[config.mk]
export PLATFORM = sky130hd
export DESIGN_NAME = bp_gshare_ckpt
export DESIGN_NICKNAME = d
export VERILOG_FILES = /design/src/rtl/bp_pkg.sv /design/src/rtl/bp_ckpt_fifo.sv /design/src/rtl/bp_gshare_ckpt.sv
export SDC_FILE = /design/constraint.sdc
export NUM_CORES = 1
export LEC_CHECK = 0
export ABC_AREA = 0
export CORE_MARGIN = 8
export CORE_UTILIZATION = 35
export DETAILED_ROUTE_END_ITERATION = 8
export PLACE_DENSITY = 0.61
export SYNTH_ARGS = -nofsm -noshare
export SYNTH_HDL_FRONTEND = slang
export SYNTH_SLANG_ARGS = --single-unit
export TNS_END_PERCENT = 30
[constraint.sdc]
create_clock -name clk -period 16.7 [get_ports clk]
set_input_delay 5.01 -clock clk [delete_from_list [all_inputs] [get_ports clk]]
set_output_delay 5.01 -clock clk [all_outputs]
set_load 0.005 [all_outputs]
[src/rtl/bp_pkg.sv]
// Shared types and helpers for the checkpointed global-history branch predictor.
// Struct fields use maximum widths; each instance casts down to its own widths.
package bp_pkg;

    localparam int unsigned IDX_MAX = 16;
    localparam int unsigned CNT_MAX = 4;

    typedef logic [IDX_MAX-1:0] idx_t;
    typedef logic [CNT_MAX-1:0] cnt_t;

    typedef struct packed {
        idx_t idx;
        idx_t ghr;
        logic pred;
    } ckpt_t;

    // Weakly not-taken: 2^(w-1)-1
    function automatic cnt_t cnt_init(int unsigned cnt_w);
        return cnt_t'((32'd1 << (cnt_w - 1)) - 32'd1);
    endfunction

    localparam cnt_t CNT_INIT = cnt_init(2);

    // Concat mode keeps the upper PC bits and replaces the low ghr_w bits with history
    function automatic idx_t pht_index(idx_t pc_hash, idx_t ghr, int unsigned ghr_w,
                                       logic xor_mode);
        idx_t mask;
        mask = idx_t'((32'd1 << ghr_w) - 32'd1);
        if (xor_mode) begin
            return pc_hash ^ ghr;
        end
        return (pc_hash & ~mask) | (ghr & mask);
    endfunction

    function automatic cnt_t sat_update(cnt_t cnt, logic taken, int unsigned cnt_w);
        cnt_t top;
        top = cnt_t'((32'd1 << cnt_w) - 32'd1);
        if (taken) begin
            return (cnt == top) ? cnt : cnt + 1'b1;
        end
        return (cnt == '0) ? cnt : cnt - 1'b1;
    endfunction

endpackage

[src/rtl/bp_ckpt_fifo.sv]
// Circular checkpoint buffer for in-flight branches; clear has priority over push/pop.
// A push while full is accepted only when a pop frees the head in the same cycle.
module bp_ckpt_fifo
    import bp_pkg::*;
#(
    parameter int unsigned DEPTH = 4
) (
    input  logic                   clk,
    input  logic                   rst_n,
    input  logic                   push,
    input  logic                   pop,
    input  logic                   clear,
    input  ckpt_t                  wdata,
    output ckpt_t                  rdata,
    output logic                   full,
    output logic                   empty,
    output logic [$clog2(DEPTH):0] count
);

    localparam int unsigned PW = $clog2(DEPTH);

    ckpt_t       mem [DEPTH];
    logic [PW-1:0] wr_q, rd_q;
    logic [PW:0]   cnt_q, cnt_d;
    logic          do_push, do_pop;

    assign empty   = (cnt_q == '0);
    assign full    = (cnt_q == (PW+1)'(DEPTH));
    assign do_pop  = pop & ~empty;
    assign do_push = push & (~full | do_pop);
    assign rdata   = mem[rd_q];
    assign count   = cnt_q;

    always_comb begin
        cnt_d = cnt_q;
        if (do_push && !do_pop) begin
            cnt_d = cnt_q + 1'b1;
        end else if (do_pop && !do_push) begin
            cnt_d = cnt_q - 1'b1;
        end
    end

    always_ff @(posedge clk or negedge rst_n) begin
        if (!rst_n) begin
            wr_q  <= '0;
            rd_q  <= '0;
            cnt_q <= '0;
        end else if (clear) begin
            wr_q  <= '0;
            rd_q  <= '0;
            cnt_q <= '0;
        end else begin
            if (do_push) wr_q <= wr_q + 1'b1;
            if (do_pop)  rd_q <= rd_q + 1'b1;
            cnt_q <= cnt_d;
        end
    end

    always_ff @(posedge clk) begin
        if (do_push && !clear) begin
            mem[wr_q] <= wdata;
        end
    end

endmodule

[src/rtl/bp_gshare_ckpt.sv]
// Global-history predictor: F-stage lookup, D-stage speculative history, M-stage training
// and repair, with a checkpoint FIFO so several unresolved branches can be in flight.
module bp_gshare_ckpt
    import bp_pkg::*;
#(
    parameter int unsigned PHT_DEPTH  = 7,
    parameter int unsigned GHR_WIDTH  = 4,
    parameter int unsigned CNT_WIDTH  = 2,
    parameter int unsigned INDEX_MODE = 1,
    parameter int unsigned CKPT_DEPTH = 4
) (
    input  logic                        clk,
    input  logic                        rst_n,
    input  logic [PHT_DEPTH-1:0]        pc_hashF,
    output logic                        pred_takenF,
    input  logic                        branchD,
    input  logic [PHT_DEPTH-1:0]        pc_hashD,
    input  logic                        pred_takenD,
    output logic                        ckpt_full,
    input  logic                        branchM,
    input  logic                        takenM,
    output logic                        mispredictM,
    input  logic                        flush_all,
    output logic [$clog2(CKPT_DEPTH):0] ckpt_count
);

    localparam int unsigned ENTRIES = 1 << PHT_DEPTH;
    localparam logic        XOR_MODE = (INDEX_MODE != 0);

    logic [GHR_WIDTH-1:0] ghr_q, ghr_d, ghr_spec, ghr_fix, head_ghr;
    logic [CNT_WIDTH-1:0] pht_q [ENTRIES];
    logic [PHT_DEPTH-1:0] idx_f, head_idx;
    ckpt_t                head, alloc_entry;
    logic                 fifo_empty, resolve, alloc;
    logic                 fifo_push, fifo_pop, fifo_clear;

    assign idx_f = PHT_DEPTH'(pht_index(idx_t'(pc_hashF), idx_t'(ghr_q), GHR_WIDTH, XOR_MODE));
    assign pred_takenF = pht_q[idx_f][CNT_WIDTH-1];

    assign head_idx    = PHT_DEPTH'(head.idx);
    assign head_ghr    = GHR_WIDTH'(head.ghr);
    assign resolve     = branchM & ~fifo_empty;
    assign mispredictM = resolve & (takenM != head.pred);
    // A full FIFO can still accept a push when a correct resolve frees the head
    assign alloc       = branchD & (~ckpt_full | (resolve & ~mispredictM));

    always_comb begin
        alloc_entry      = '0;
        alloc_entry.idx  = pht_index(idx_t'(pc_hashD), idx_t'(ghr_q), GHR_WIDTH, XOR_MODE);
        alloc_entry.ghr  = idx_t'(ghr_q);
        alloc_entry.pred = pred_takenD;
    end

    if (GHR_WIDTH == 1) begin : g_ghr1
        assign ghr_spec = pred_takenD;
        assign ghr_fix  = takenM;
    end else begin : g_ghrn
        assign ghr_spec = {ghr_q[GHR_WIDTH-2:0], pred_takenD};
        assign ghr_fix  = {head_ghr[GHR_WIDTH-2:0], takenM};
    end

    // flush_all > mispredict repair > normal pop/push
    always_comb begin
        ghr_d      = ghr_q;
        fifo_clear = 1'b0;
        fifo_push  = 1'b0;
        fifo_pop   = 1'b0;
        if (flush_all) begin
            fifo_clear = 1'b1;
        end else if (mispredictM) begin
            fifo_clear = 1'b1;
            ghr_d      = ghr_fix;
        end else begin
            fifo_pop  = resolve;
            fifo_push = alloc;
            if (alloc) ghr_d = ghr_spec;
        end
    end

    always_ff @(posedge clk or negedge rst_n) begin
        if (!rst_n) begin
            ghr_q <= '0;
        end else begin
            ghr_q <= ghr_d;
        end
    end

    // Training happens on any resolve, including one squashed by flush_all
    always_ff @(posedge clk or negedge rst_n) begin
        if (!rst_n) begin
            for (int i = 0; i < ENTRIES; i++) begin
                pht_q[i] <= CNT_WIDTH'(cnt_init(CNT_WIDTH));
            end
        end else if (resolve) begin
            pht_q[head_idx] <= CNT_WIDTH'(sat_update(cnt_t'(pht_q[head_idx]), takenM, CNT_WIDTH));
        end
    end

    bp_ckpt_fifo #(
        .DEPTH (CKPT_DEPTH)
    ) u_fifo (
        .clk   (clk),
        .rst_n (rst_n),
        .push  (fifo_push),
        .pop   (fifo_pop),
        .clear (fifo_clear),
        .wdata (alloc_entry),
        .rdata (head),
        .full  (ckpt_full),
        .empty (fifo_empty),
        .count (ckpt_count)
    );

    a_no_alloc_when_full: assert property (@(posedge clk) disable iff (!rst_n)
        !(branchD && ckpt_full && !(resolve && !mispredictM)))
        else $error("branchD asserted while checkpoint FIFO full");

    a_no_resolve_when_empty: assert property (@(posedge clk) disable iff (!rst_n)
        !(branchM && fifo_empty))
        else $error("branchM asserted with no in-flight branch");

endmodule

==> out/metrics.csv <==
metric,value,unit
status,completed,
final_common_cell,nand2_1,
clock.fmax,72.3,MHz
gp_congestion,0.854,
port_buffers,26,
p_per_area,158,nW/um2
leakage,0.00704,uW
synth_cell_types,64,
slew_violations,0,
setup_viol,0,
clock-skew-final,0.0208,ns
antenna_found_initial,0,
grt_pass1_wl,68.8,mm
grt_max_degree,117,
crit_fanout,26,
cts_buffer_depth,3,
vdd_drop_max,106,uV
cts-resized-gates,0,
synthCells,1361,
rsz0062_at_grt,false,
syn_nets,1387,
postCtsSetupBuffers,0,
synth-async-reset-ratio,0.859,
core,45100,um2
vias,10951,
n_antenna_cell,0,
wirelength,44.3,mm
drc,0,
place_area,16600,um2
yosys_warnings,0,
critical_path_class,input pin to primary output,
die_w,229,um
cp.arrival,8.82,ns
clk_latency,0.53,ns
root_buffer,clkbuf_16,
rr_worst_depth,12,
synth_seq_cells,311,
setup.worst_path.end_class,primary output,
syn_avg_cell_area,11.7,um2
synth_edf_count,44,
relSlewSlack,0.190,
cts_tree,built,
rows,78,
routedWlPerCell,22.3,um
postCtsHoldBufs,0,
die_h,229,um
synthTopCellsByArea,"dfrtp_1 22%, dfstp_2 21%, mux2_2 9.6%, edfxtp_1 8.3%, mux4_2 7.9%",
grt-ovfl-total,0,
reg2reg_to,pht_q[67],
hold_path.startpoint,pht_q[246],
ys.flop_type,dfrtp_1,
dieArea,52500,um2
holdPathEnd,pht_q[246],
worst_slew_pin_slew,1.21,ns
cts_num_sinks,311,
seq_area_frac_synth,0.514,
layout-drive-gt1-share,0.297,
fillers,4321,
most-common-layout-cells,"279 x nand2_1, 139 x dfrtp_1, 136 x mux2_2, 128 x dfstp_2, 127 x o21ai_0",
post-dp-hpwl,28.6,mm
rr_startpoint,u_fifo.rd_q[0],
grt_pass1_vias,11277,
ant_nets,0,
drt_pass1_iterations,5,
path_clk_slew,0.06,ns
finalCriticalPeriod,13.83,ns
r2r_setup_slack,10.29,ns
syn_area,15900,um2
numCtsBuffers,36,
hold_path_depth,2,
drt_iter0_drc,960,
ctsHtreeMaxLevel,2,
power,2830,uW
hold_class,flop to flop,
layout.cells.non_filler,1990,
finalHoldViolCount,0,
post-place-cells,1927,
grt_usage,0.167,
yosys.area.top_type,dfrtp_1,
period_share,0.828,
fin_nets,1391,
num_io_pins,27,
design_area,17800,um2
setup-tns-final,0,ns
syn_to_final_growth,12.2,%
start_util,0.352,
worstPathRequired,11.69,ns
vias_per_cell,5.50,
maxCapViolations,0,
synth_top_area_frac,0.219,
critPathLaunchType,input pin,
registers in the layout, summed over array words and instances (netlist names):
signal	count
u_fifo.wr_q	2
u_fifo.rd_q	2
pht_q	256
u_fifo.count	3
u_fifo.mem	44
ghr_q	4
stage by stage:
| stage | utilization | hold WS (ns) | setup slack [ns] |
|---|---|---|---|
| CTS | 0.395 | 0.464 | 2.85 |
| finish | 0.395 | 0.462 | 2.87 |
| detailed placement | 0.369 | 0.455 | 2.85 |
| global route | 0.395 | 0.484 | 2.68 |
| floorplan | - | 0.441 | 4.03 |
| global placement | 0.369 | 0.451 | 2.91 |
logic make-up after synthesis:
kind of cell / after synthesis / share of synthesized area
and+or+nand+nor: 394 / 0.102
DFF: 311 / 0.514
adders and majority gates: 7 / 0.00583
xor gates and xnor gates: 15 / 0.00827
buffers and inverters: 95 / 0.0339
muxes: 300 / 0.244
AOI/OAI and AO/OA: 239 / 0.0923
worst max-delay path, cell delays in order:
cell and delay (ns):
clkdlybuf4s50_1 0.55, xor2_4 0.38, buf_4 0.51, mux4_2 0.58, mux4_2 0.53, mux4_2 0.47, mux2_2 0.31, clkdlybuf4s50_1 0.46
layer usage:
layer,part of all wire,GRT usage
met5,0,0
met4,0.035,0.0634
met3,0.072,0.0393
met2,0.45,0.254
met1,0.44,0.229
Yosys cell counts (3+ instances only):
cell	n
a2111oi_0	3
a211oi_1	11
a21oi_1	11
a221oi_1	5
a22oi_1	23
a32o_1	3
and2_1	5
and3_1	5
buf_1	4
buf_2	27
buf_4	3
buf_6	18
clkbuf_1	33
dfrtp_1	139
dfstp_2	128
edfxtp_1	44
ha_1	4
inv_1	9
mux2_1	4
mux2_2	136
mux2i_1	104
mux4_2	56
nand2_1	279
nand2b_1	8
nand3_1	10
nand3b_1	4
nor2_1	57
nor2b_1	8
nor3_1	3
nor4_1	4
o211ai_1	4
o21ai_0	127
o21ai_1	10
o22ai_1	14
o2bb2ai_1	6
o32ai_1	4
or2_2	3
xnor2_1	5
xor2_1	10
final cells by class:
type / instances / area (um2) / area share
clock inverters: 11 / 105 / 0.00590
inverters: 9 / 33.8 / 0.00190
multi-input cells: 955 / 7240 / 0.406
clock buffers: 52 / 1070 / 0.0602
well taps: 600 / 751 / 0.0421
repair buffers: 52 / 460 / 0.0258
flip-flops and latches: 311 / 8160 / 0.458
how the worst max path moves through the flow:
| stage | startpoint | slack, ns | cells after the start | to |
|---|---|---|---|---|
| 2_1_floorplan | pc_hashF[0] | 4.03 | 6 | pred_takenF |
| 3_3_place_gp | pc_hashF[0] | 2.91 | 8 | pred_takenF |
| 3_5_place_dp | pc_hashF[0] | 2.85 | 8 | pred_takenF |
| 4_1_cts | pc_hashF[0] | 2.85 | 8 | pred_takenF |
| 5_1_grt | pc_hashF[0] | 2.68 | 8 | pred_takenF |
| 6_report | pc_hashF[0] | 2.87 | 8 | pred_takenF |
where the power goes:
part           internal (uW)  leakage (uW)  switching, uW  total (uW)
logic                    335       0.00282            571         906
clock network            477      0.000584            314         790
registers                998       0.00363            131        1130
total                   1810       0.00704           1020        2830
No activity file was read; power rests on OpenSTA's default activity.
